--- src/rtl/shift_pipe_pkg.sv ---
// Shared definitions for the pipelined barrel shifter.
// Op encodings and the default-width stage payload.
package shift_pipe_pkg;

  localparam logic [1:0] OP_SLL = 2'b00;
  localparam logic [1:0] OP_SRL = 2'b01;
  localparam logic [1:0] OP_SRA = 2'b10;
  localparam logic [1:0] OP_ROL = 2'b11;

  localparam int DEF_WIDTH   = 32;
  localparam int DEF_TAG_W   = 5;
  localparam int DEF_SHAMT_W = $clog2(DEF_WIDTH);

  typedef struct packed {
    logic [DEF_WIDTH-1:0]   data;
    logic [DEF_SHAMT_W-1:0] shamt;
    logic [1:0]             op;
    logic [DEF_TAG_W-1:0]   tag;
    logic                   sign;
  } payload_t;

endpackage

--- src/rtl/shift_pipe_if.sv ---
// Handshake bundle between a producer/consumer and the shifter.
// The master drives operations in and results out-ready.
interface shift_pipe_if #(
  parameter int WIDTH = 32,
  parameter int TAG_W = 5
);
  localparam int SHAMT_W = $clog2(WIDTH);

  logic               flush;
  logic               in_valid;
  logic               in_ready;
  logic [WIDTH-1:0]   in_data;
  logic [SHAMT_W-1:0] in_shamt;
  logic [1:0]         in_op;
  logic [TAG_W-1:0]   in_tag;
  logic               out_valid;
  logic               out_ready;
  logic [WIDTH-1:0]   out_data;
  logic [TAG_W-1:0]   out_tag;
  logic               out_zero;
  logic               busy;

  modport master (
    output flush, in_valid, in_data,
    output in_shamt, in_op, in_tag,
    output out_ready,
    input  in_ready, out_valid, out_data,
    input  out_tag, out_zero, busy
  );

  modport slave (
    input  flush, in_valid, in_data,
    input  in_shamt, in_op, in_tag,
    input  out_ready,
    output in_ready, out_valid, out_data,
    output out_tag, out_zero, busy
  );

endinterface

--- src/rtl/shift_pipe_stage.sv ---
// One shifter stage: conditional shift by DIST, then register.
// Holds its own valid bit and local advance logic.
module shift_pipe_stage
  import shift_pipe_pkg::*;
#(
  parameter  int WIDTH   = DEF_WIDTH,
  parameter  int TAG_W   = DEF_TAG_W,
  parameter  int DIST    = 1,
  localparam int SHAMT_W = $clog2(WIDTH)
) (
  input  logic               clock,
  input  logic               reset,
  input  logic               flush,
  input  logic               in_valid,
  output logic               in_ready,
  input  logic [WIDTH-1:0]   in_data,
  input  logic [SHAMT_W-1:0] in_shamt,
  input  logic [1:0]         in_op,
  input  logic [TAG_W-1:0]   in_tag,
  input  logic               in_sign,
  output logic               out_valid,
  input  logic               out_ready,
  output logic [WIDTH-1:0]   out_data,
  output logic [SHAMT_W-1:0] out_shamt,
  output logic [1:0]         out_op,
  output logic [TAG_W-1:0]   out_tag,
  output logic               out_sign
);

  localparam int BIT = $clog2(DIST);

  typedef struct packed {
    logic [WIDTH-1:0]   data;
    logic [SHAMT_W-1:0] shamt;
    logic [1:0]         op;
    logic [TAG_W-1:0]   tag;
    logic               sign;
  } stage_t;

  stage_t           nxt;
  stage_t           q;
  logic             vld;
  logic [WIDTH-1:0] sra_fill;

  // Sign bits that replace the vacated MSBs on an arithmetic shift
  assign sra_fill = in_sign ? ~({WIDTH{1'b1}} >> DIST) : '0;

  // Apply this stage's fixed shift when its shamt bit is set
  always_comb begin
    nxt.shamt = in_shamt;
    nxt.op    = in_op;
    nxt.tag   = in_tag;
    nxt.sign  = in_sign;
    nxt.data  = in_data;
    if (in_shamt[BIT]) begin
      unique case (in_op)
        OP_SLL: nxt.data = in_data << DIST;
        OP_SRL: nxt.data = in_data >> DIST;
        OP_SRA: nxt.data = (in_data >> DIST) | sra_fill;
        OP_ROL: nxt.data = (in_data << DIST)
                         | (in_data >> (WIDTH - DIST));
      endcase
    end
  end

  assign in_ready = !vld || out_ready;

  // Valid/payload register; payload only loads on a real transfer
  always_ff @(posedge clock or posedge reset) begin
    if (reset) begin
      vld <= 1'b0;
      q   <= '0;
    end else begin
      if (flush) begin
        vld <= 1'b0;
      end else if (in_ready) begin
        vld <= in_valid;
      end
      if (in_ready && in_valid && !flush) begin
        q <= nxt;
      end
    end
  end

  assign out_valid = vld;
  assign out_data  = q.data;
  assign out_shamt = q.shamt;
  assign out_op    = q.op;
  assign out_tag   = q.tag;
  assign out_sign  = q.sign;

endmodule

--- src/rtl/shift_pipe.sv ---
// Pipelined multi-mode barrel shifter, one stage per shamt bit.
// Stage 0 takes the largest shift; the last stage drives outputs.
module shift_pipe
  import shift_pipe_pkg::*;
#(
  parameter int WIDTH = DEF_WIDTH,
  parameter int TAG_W = DEF_TAG_W
) (
  input  logic clock,
  input  logic reset,
  shift_pipe_if.slave bus
);

  localparam int SHAMT_W = $clog2(WIDTH);

  logic [SHAMT_W:0]   vld;
  logic [SHAMT_W:0]   rdy;
  logic [SHAMT_W:0]   sgn;
  logic [WIDTH-1:0]   dat [SHAMT_W+1];
  logic [SHAMT_W-1:0] shm [SHAMT_W+1];
  logic [1:0]         op  [SHAMT_W+1];
  logic [TAG_W-1:0]   tag [SHAMT_W+1];
  logic               unused_tail;

  assign vld[0] = bus.in_valid;
  assign dat[0] = bus.in_data;
  assign shm[0] = bus.in_shamt;
  assign op[0]  = bus.in_op;
  assign tag[0] = bus.in_tag;
  assign sgn[0] = bus.in_data[WIDTH-1];

  assign rdy[SHAMT_W] = bus.out_ready;

  for (genvar k = 0; k < SHAMT_W; k++) begin : g_stage
    shift_pipe_stage #(
      .WIDTH (WIDTH),
      .TAG_W (TAG_W),
      .DIST  (1 << (SHAMT_W - 1 - k))
    ) u_stage (
      .clock     (clock),
      .reset     (reset),
      .flush     (bus.flush),
      .in_valid  (vld[k]),
      .in_ready  (rdy[k]),
      .in_data   (dat[k]),
      .in_shamt  (shm[k]),
      .in_op     (op[k]),
      .in_tag    (tag[k]),
      .in_sign   (sgn[k]),
      .out_valid (vld[k+1]),
      .out_ready (rdy[k+1]),
      .out_data  (dat[k+1]),
      .out_shamt (shm[k+1]),
      .out_op    (op[k+1]),
      .out_tag   (tag[k+1]),
      .out_sign  (sgn[k+1])
    );
  end

  assign bus.in_ready  = rdy[0] & ~bus.flush & ~reset;
  assign bus.out_valid = vld[SHAMT_W];
  assign bus.out_data  = dat[SHAMT_W];
  assign bus.out_tag   = tag[SHAMT_W];
  assign bus.out_zero  = (dat[SHAMT_W] == '0);
  assign bus.busy      = |vld[SHAMT_W:1];

  assign unused_tail = ^{shm[SHAMT_W], op[SHAMT_W], sgn[SHAMT_W]};

endmodule

--- src/flat_wrapper.sv ---
// flat-port wrapper written by rule: the top's interface ports become plain ports
module shift_pipe_flat import shift_pipe_pkg::*;
#(
  parameter int WIDTH = DEF_WIDTH,
  parameter int TAG_W = DEF_TAG_W
)
  (clock, reset, bus_flush, bus_in_valid, bus_in_data, bus_in_shamt, bus_in_op, bus_in_tag, bus_out_ready, bus_in_ready, bus_out_valid, bus_out_data, bus_out_tag, bus_out_zero, bus_busy);
  shift_pipe_if #(.WIDTH(WIDTH), .TAG_W(TAG_W)) bus_i ();
  input  logic clock;
  input  logic reset;
  input wire logic [$bits(bus_i.flush)-1:0] bus_flush;
  input wire logic [$bits(bus_i.in_valid)-1:0] bus_in_valid;
  input wire logic [$bits(bus_i.in_data)-1:0] bus_in_data;
  input wire logic [$bits(bus_i.in_shamt)-1:0] bus_in_shamt;
  input wire logic [$bits(bus_i.in_op)-1:0] bus_in_op;
  input wire logic [$bits(bus_i.in_tag)-1:0] bus_in_tag;
  input wire logic [$bits(bus_i.out_ready)-1:0] bus_out_ready;
  output wire logic [$bits(bus_i.in_ready)-1:0] bus_in_ready;
  output wire logic [$bits(bus_i.out_valid)-1:0] bus_out_valid;
  output wire logic [$bits(bus_i.out_data)-1:0] bus_out_data;
  output wire logic [$bits(bus_i.out_tag)-1:0] bus_out_tag;
  output wire logic [$bits(bus_i.out_zero)-1:0] bus_out_zero;
  output wire logic [$bits(bus_i.busy)-1:0] bus_busy;
  assign bus_i.flush = bus_flush;
  assign bus_i.in_valid = bus_in_valid;
  assign bus_i.in_data = bus_in_data;
  assign bus_i.in_shamt = bus_in_shamt;
  assign bus_i.in_op = bus_in_op;
  assign bus_i.in_tag = bus_in_tag;
  assign bus_i.out_ready = bus_out_ready;
  assign bus_in_ready = bus_i.in_ready;
  assign bus_out_valid = bus_i.out_valid;
  assign bus_out_data = bus_i.out_data;
  assign bus_out_tag = bus_i.out_tag;
  assign bus_out_zero = bus_i.out_zero;
  assign bus_busy = bus_i.busy;
  shift_pipe #(.WIDTH(WIDTH), .TAG_W(TAG_W)) u_core (.clock(clock), .reset(reset), .bus(bus_i));
endmodule
--- config.mk ---
export PLATFORM = sky130hd
export DESIGN_NAME = shift_pipe_flat
export DESIGN_NICKNAME = d
export VERILOG_FILES = /design/src/rtl/shift_pipe_pkg.sv /design/src/rtl/shift_pipe_if.sv /design/src/rtl/shift_pipe_stage.sv /design/src/rtl/shift_pipe.sv /design/src/flat_wrapper.sv
export SDC_FILE = /design/constraint.sdc
export NUM_CORES = 1
export LEC_CHECK = 0
export ABC_AREA = 1
export CORE_MARGIN = 5
export CORE_UTILIZATION = 45
export CTS_BUF_LIST = sky130_fd_sc_hd__clkbuf_16
export DETAILED_ROUTE_END_ITERATION = 6
export SYNTH_ARGS = -nofsm -noshare
export SYNTH_HDL_FRONTEND = slang
export SYNTH_HIERARCHICAL = 1
export SYNTH_SLANG_ARGS = --single-unit
--- constraint.sdc ---
create_clock -name clock -period 2.2 [get_ports clock]
set_input_delay 0.55 -clock clock [delete_from_list [all_inputs] [get_ports clock]]
set_output_delay 0.55 -clock clock [all_outputs]
set_load 0.01 [all_outputs]
# Yosys cells after proc, flatten, opt, wreduce, memory -nomap -nowiden
# Cells that the tools add are included.
# classes
reduce_logical	33
addsub	0
muxes	25
order_cmp	0
div_mod_pow	0
n_shift	0
n_bitwise	14
mul	0
eq_ne	15
# op_table
cell	count
$pmux 32 s4	5
$mux 32	10
$logic_not 32->1	1
$or 16x32->32	1
$or 24x32->32	1
$or 28x32->32	1
$or 30x32->32	1
$or 31x32->32	1
$or 32x1->32	1
$or 32x16->32	1
$or 32x2->32	1
$or 32x4->32	1
$or 32x8->32	1
$eq 2x2->1 const B	10
$eq 2x1->1 const B	5
$logic_and 1x1->1	10
$logic_not 2->1	5
$mux 1	10
$reduce_bool 2->1	5
$logic_not 1->1	6
$logic_or 1x1->1	5
$reduce_or 5->1	1
$and 1x1->1	2
$not 1->1	2
# totals
latch_bits	0
output_inout_bits	41
inputBits	49
mem_count	0
romBits	0
wordCells	114
mem_bits_rw	0
register_bits	212

# Logic depth before layout (Yosys ltp)
# Gate-level depths: netlist (run 1).
# depth
depth_word	8
depth_mapped	16
mapped_depth_nobuf	14

# Cells and area by module
# Netlist (run 1), hierarchy kept.
# modules_own_cells
mod	seq_area_each_um2	area_per_inst_um2	instances	cells_each
shift_pipe_stage at u_core.g_stage[4].u_stage	1151.1	2708.8	1	412
shift_pipe_stage at u_core.g_stage[2].u_stage	1151.1	2675.1	1	402
shift_pipe_stage at u_core.g_stage[1].u_stage	1151.1	2631.3	1	394
shift_pipe_stage at u_core.g_stage[3].u_stage	1151.1	2625.0	1	407
shift_pipe_stage at u_core.g_stage[0].u_stage	1151.1	2279.7	1	325
shift_pipe	0.0	136.4	1	35

# Worst setup path before layout (run 1)
# No wires, ideal clock.
# synth_path
path_type	in2out
startpoint	in bus_out_ready
endpoint	out bus_in_ready
n_path_buf	0
setup_slack_ns	0.078
t_arrival_ns	1.572
cell_stages	11
t_required_ns	1.650
cell_sequence	inv_1 > nand2_2 > inv_1 > nand2_2 > inv_2 > nand2_2 > inv_1 > nand2_2 > inv_2 > nand2_2 > nor3b_1
# synth_via
elab_chain_cells	7
# synth_lines
element	line_no	source
start, declared	flat_wrapper.sv:17	input wire logic [$bits(bus_i.out_ready)-1:0] bus_out_ready;
$logic_or 1x1->1	shift_pipe_stage.sv:66	assign in_ready = !vld || out_ready;
named net u_core.rdy[4]	shift_pipe.sv:17	logic [SHAMT_W:0] rdy;
$logic_or 1x1->1	shift_pipe_stage.sv:66	
named net u_core.rdy[3]	shift_pipe.sv:17	
$logic_or 1x1->1	shift_pipe_stage.sv:66	
named net u_core.rdy[2]	shift_pipe.sv:17	
$logic_or 1x1->1	shift_pipe_stage.sv:66	
named net u_core.rdy[1]	shift_pipe.sv:17	
$logic_or 1x1->1	shift_pipe_stage.sv:66	
named net u_core.rdy[0]	shift_pipe.sv:17	
$and 1x1->1 (2 in series)	shift_pipe.sv:60	assign bus.in_ready = rdy[0] & ~bus.flush & ~reset;
end, declared	flat_wrapper.sv:18	output wire logic [$bits(bus_i.in_ready)-1:0] bus_in_ready;
# The timed path passes the listed nets, and every way through them passes these cells.

# Final worst setup path (run 1)
# layout_path
startpoint	reg u_core.g_stage[4].u_stage.vld
endpoint	out bus_in_ready
# layout_via
elab_chain_cells	8
# layout_lines
element	line_no	source
start, declared	shift_pipe_stage.sv:42	logic vld;
start signal, assigned	shift_pipe_stage.sv:77	vld <= in_valid;
$logic_not 1->1	shift_pipe_stage.sv:66	
$logic_or 1x1->1	shift_pipe_stage.sv:66	
named net u_core.rdy[4]	shift_pipe.sv:17	
$logic_or 1x1->1	shift_pipe_stage.sv:66	
named net u_core.rdy[3]	shift_pipe.sv:17	
$logic_or 1x1->1	shift_pipe_stage.sv:66	
named net u_core.rdy[2]	shift_pipe.sv:17	
$logic_or 1x1->1	shift_pipe_stage.sv:66	
named net u_core.rdy[1]	shift_pipe.sv:17	
$logic_or 1x1->1	shift_pipe_stage.sv:66	
named net u_core.rdy[0]	shift_pipe.sv:17	
$and 1x1->1 (2 in series)	shift_pipe.sv:60	
# The timed path passes the listed nets, and every way through them passes these cells.

==> impl_metrics.py, run 1 <==
metrics = {
    "outcome": {
        "status": "finished clean",
    },
    "pwr": {
        "p_comb_share_pct": 32.3,
        "clkPwrFrac_pct": 27.1,
        "cellPowerDensity_nw_per_um2": 957.4,
        "p_sw_share_pct": 36.56,
        "finalPower_uw": 13860,
        "p_switching_uw": 5065,
        "p_seq_share_pct": 40.6,
        "p_leak_uw": 0.007852,
        "ir_drop_mv": 0.4774,
        "internal_power_uw": 8790,
    },
    "setup_path": {
        "cp.arrival_ns": 1.62,
        "cp-start-kind": "flip-flop",
        "crit_fanout": 2,
        "endpoint_kind": "output pin",
        "required_ns": 1.65,
        "critPathKind": "reg2out",
        "ff2ff_setup_slack_ns": 0.47,
    },
    "sta": {
        "max-slew-margin-rel_pct": 57.11,
        "tightest_slew_ns": 0.6418,
        "report.final.slew_viol_count": 0,
        "fin_skew_ns": 0.02381,
        "fin_setup_tns_ns": 0,
        "clock.fmax_mhz": 460.4,
        "hold_slack_ns": 0.4776,
        "min_period_ns": 2.172,
        "fin_crit_sh_pct": 98.72,
        "rsz0062_at_grt": "yes",
        "finalHoldViolCount": 0,
        "setup_viol": 0,
    },
    "grt": {
        "grt_pass1_wl_um": 51050,
        "antenna_found_initial": 0,
        "grtUsageTotal_pct": 19.27,
        "grt.overflow.total": 0,
        "grt_pass1_vias": 10450,
        "grt_max_degree": 54,
    },
    "floorplanning": {
        "die_area_um2": 31040,
        "core_um2": 27100,
        "die_w_um": 176.2,
        "rows": 60,
        "fp.dieH_um": 176.2,
        "start_util_pct": 45.85,
        "io-pin-count": 90,
    },
    "clocking": {
        "cts_sinks": 212,
        "htreeDepth": 1,
        "ctsRootBufferMaster": "clkbuf_16",
        "clk_pin_slew_ns": 0.06,
        "holdBufCountCts": 0,
        "numCtsBuffers": 25,
        "cts_tree": "built",
        "insertion_delay_ns": 0.52,
        "cts_max_path_buffers": 3,
    },
    "yosys": {
        "yosys_warnings": 6,
        "netlist_area_um2": 12430,
        "avgSynthCellArea_um2": 6.495,
        "synth_nets": 1962,
        "synth_cells": 1913,
    },
    "routing": {
        "dr.pass1.iters": 5,
        "viasPerCell": 4.494,
        "wl_um": 29110,
        "vias": 10691,
        "ant_nets": 0,
        "drc": 0,
        "avgRoutedWirePerCell_um": 12.23,
        "drt_iter0_drc": 710,
    },
    "cells_and_area": {
        "drive_gt1_share_pct": 7.025,
        "area_growth_pct": 16.47,
        "post-route-cell-area_um2": 14470,
        "diodes": 0,
        "fin_cells": 2379,
        "layout.nets": 2039,
    },
    "place": {
        "numPortBuffers": 89,
        "post_dp_cell_area_um2": 13720,
        "hpwl_um": 21110,
        "placed_cells": 2332,
        "gp_congestion": 0.8360,
    },
    "flow_run": {
        "maxCapViolCount": 0,
    },
    "min_path": {
        "hp-class": "reg2reg",
    },
}
[metrics by stage]
step	utilization, %	worst slack, ns
2_1_floorplan	-	0.07777
3_3_place_gp	50.61	-0.6390
3_5_place_dp	50.61	-0.6344
4_1_cts	53.36	-0.01184
5_1_grt	53.40	-0.08424
6_report	53.40	0.02809
[cell type report]
| cell class | instances | area (µm²) |
|---|---|---|
| Tap cell | 372 | 465.4 |
| Clock buffer | 25 | 625.6 |
| Sequential cell | 212 | 5305 |
| Timing Repair Buffer | 130 | 1414 |
| Inverter | 285 | 1070 |
| Multi-Input combinational cell | 1336 | 5487 |
| Clock inverter | 19 | 106.4 |
| Fill cell | 2833 | 12630 |
[registers in the layout (all words and copies together), names as in the netlist]
name,flops
u_core/g_stage.u_stage/out_shamt,10
u_core/g_stage.u_stage/out_data,160
u_core/g_stage.u_stage/out_op,8
u_core/g_stage.u_stage/out_tag,25
u_core/g_stage.u_stage/out_sign,4
u_core/g_stage.u_stage/out_valid,5
[cell usage in the layout, fill, tap and decap left out, types with 2 or more instances in the layout]
master and n:
a21oi_1 20, buf_12 18, buf_2 2, buf_4 23, clkbuf_16 25, clkdlybuf4s50_1 84, clkinv_1 7, clkinv_2 4
dfrtp_1 212, dlygate4sd2_1 2, inv_1 270, inv_2 21, nand2_1 712, nand2_2 12, nand2_4 7, nand3_1 117
nand3_2 3, nor2_1 402, nor2_2 8, nor2_4 14, o21ai_0 22, o21ai_1 16
[worst paths after layout]
kind                       depth (start not counted)                                endpoint                                   start
max in group asynchronous                          4  u_core/g_stage[4].u_stage/out_data[21]                                   reset
max                                               11                            bus_in_ready     u_core/g_stage[4].u_stage/out_valid
max reg2reg                                       16  u_core/g_stage[0].u_stage/out_data[27]     u_core/g_stage[4].u_stage/out_valid
min in group asynchronous                          4     u_core/g_stage[0].u_stage/out_valid                                   reset
min reg2reg                                        2  u_core/g_stage[1].u_stage/out_data[29]  u_core/g_stage[1].u_stage/out_data[29]
min                                                2  u_core/g_stage[1].u_stage/out_data[29]  u_core/g_stage[1].u_stage/out_data[29]
[repair_timing]
| action | CTS | global route |
|---|---|---|
| gates resized for setup | 15 | 2 |
| pin swaps | 4 | 4 |
| endpoints found under the setup margin | 3 | 2 |
| setup buffers | 1 | 2 |
[routing by layer]
| layer | vias to the layer above | part of all wire [%] | GRT usage, % | wire length [µm] |
|---|---|---|---|---|
| met4 | 0 | 2.2 | 4.971 | 627 |
| met2 | 190 | 46 | 32.51 | 13440 |
| met3 | 46 | 3.4 | 2.056 | 1000 |
| met5 | - | 0 | 0 | 0 |
| met1 | 4688 | 48 | 26.69 | 14040 |
| li1 | 5767 | - | - | - |
[critical path, cell delays in order (launching register included)]
cell,delay (ns)
dfrtp_1,0.38
nand2_2,0.08
inv_2,0.04
nand2_2,0.06
inv_2,0.04
nand2_2,0.06
inv_2,0.04
nand2_2,0.06
inv_2,0.04
nand2_2,0.04
nor3b_2,0.14
buf_2,0.14
[power groups by stage]
stage               Clock, µW  Sequential, µW  Combinational, µW
global route             4030            5790               5240
detailed placement          0            5710               4500
floorplan                   0            5580               3280
CTS                      3860            5640               4530
finish                   3750            5630               4480
global placement            0            5670               4440
(Power assumes the default switching activity.)
==> run 2: changes to the inputs <==
Settings changed: GPL_ROUTABILITY_DRIVEN set to 0.
==> results of run 2 <==
No change in the layout: final DEF, timing and power equal those of run 1.
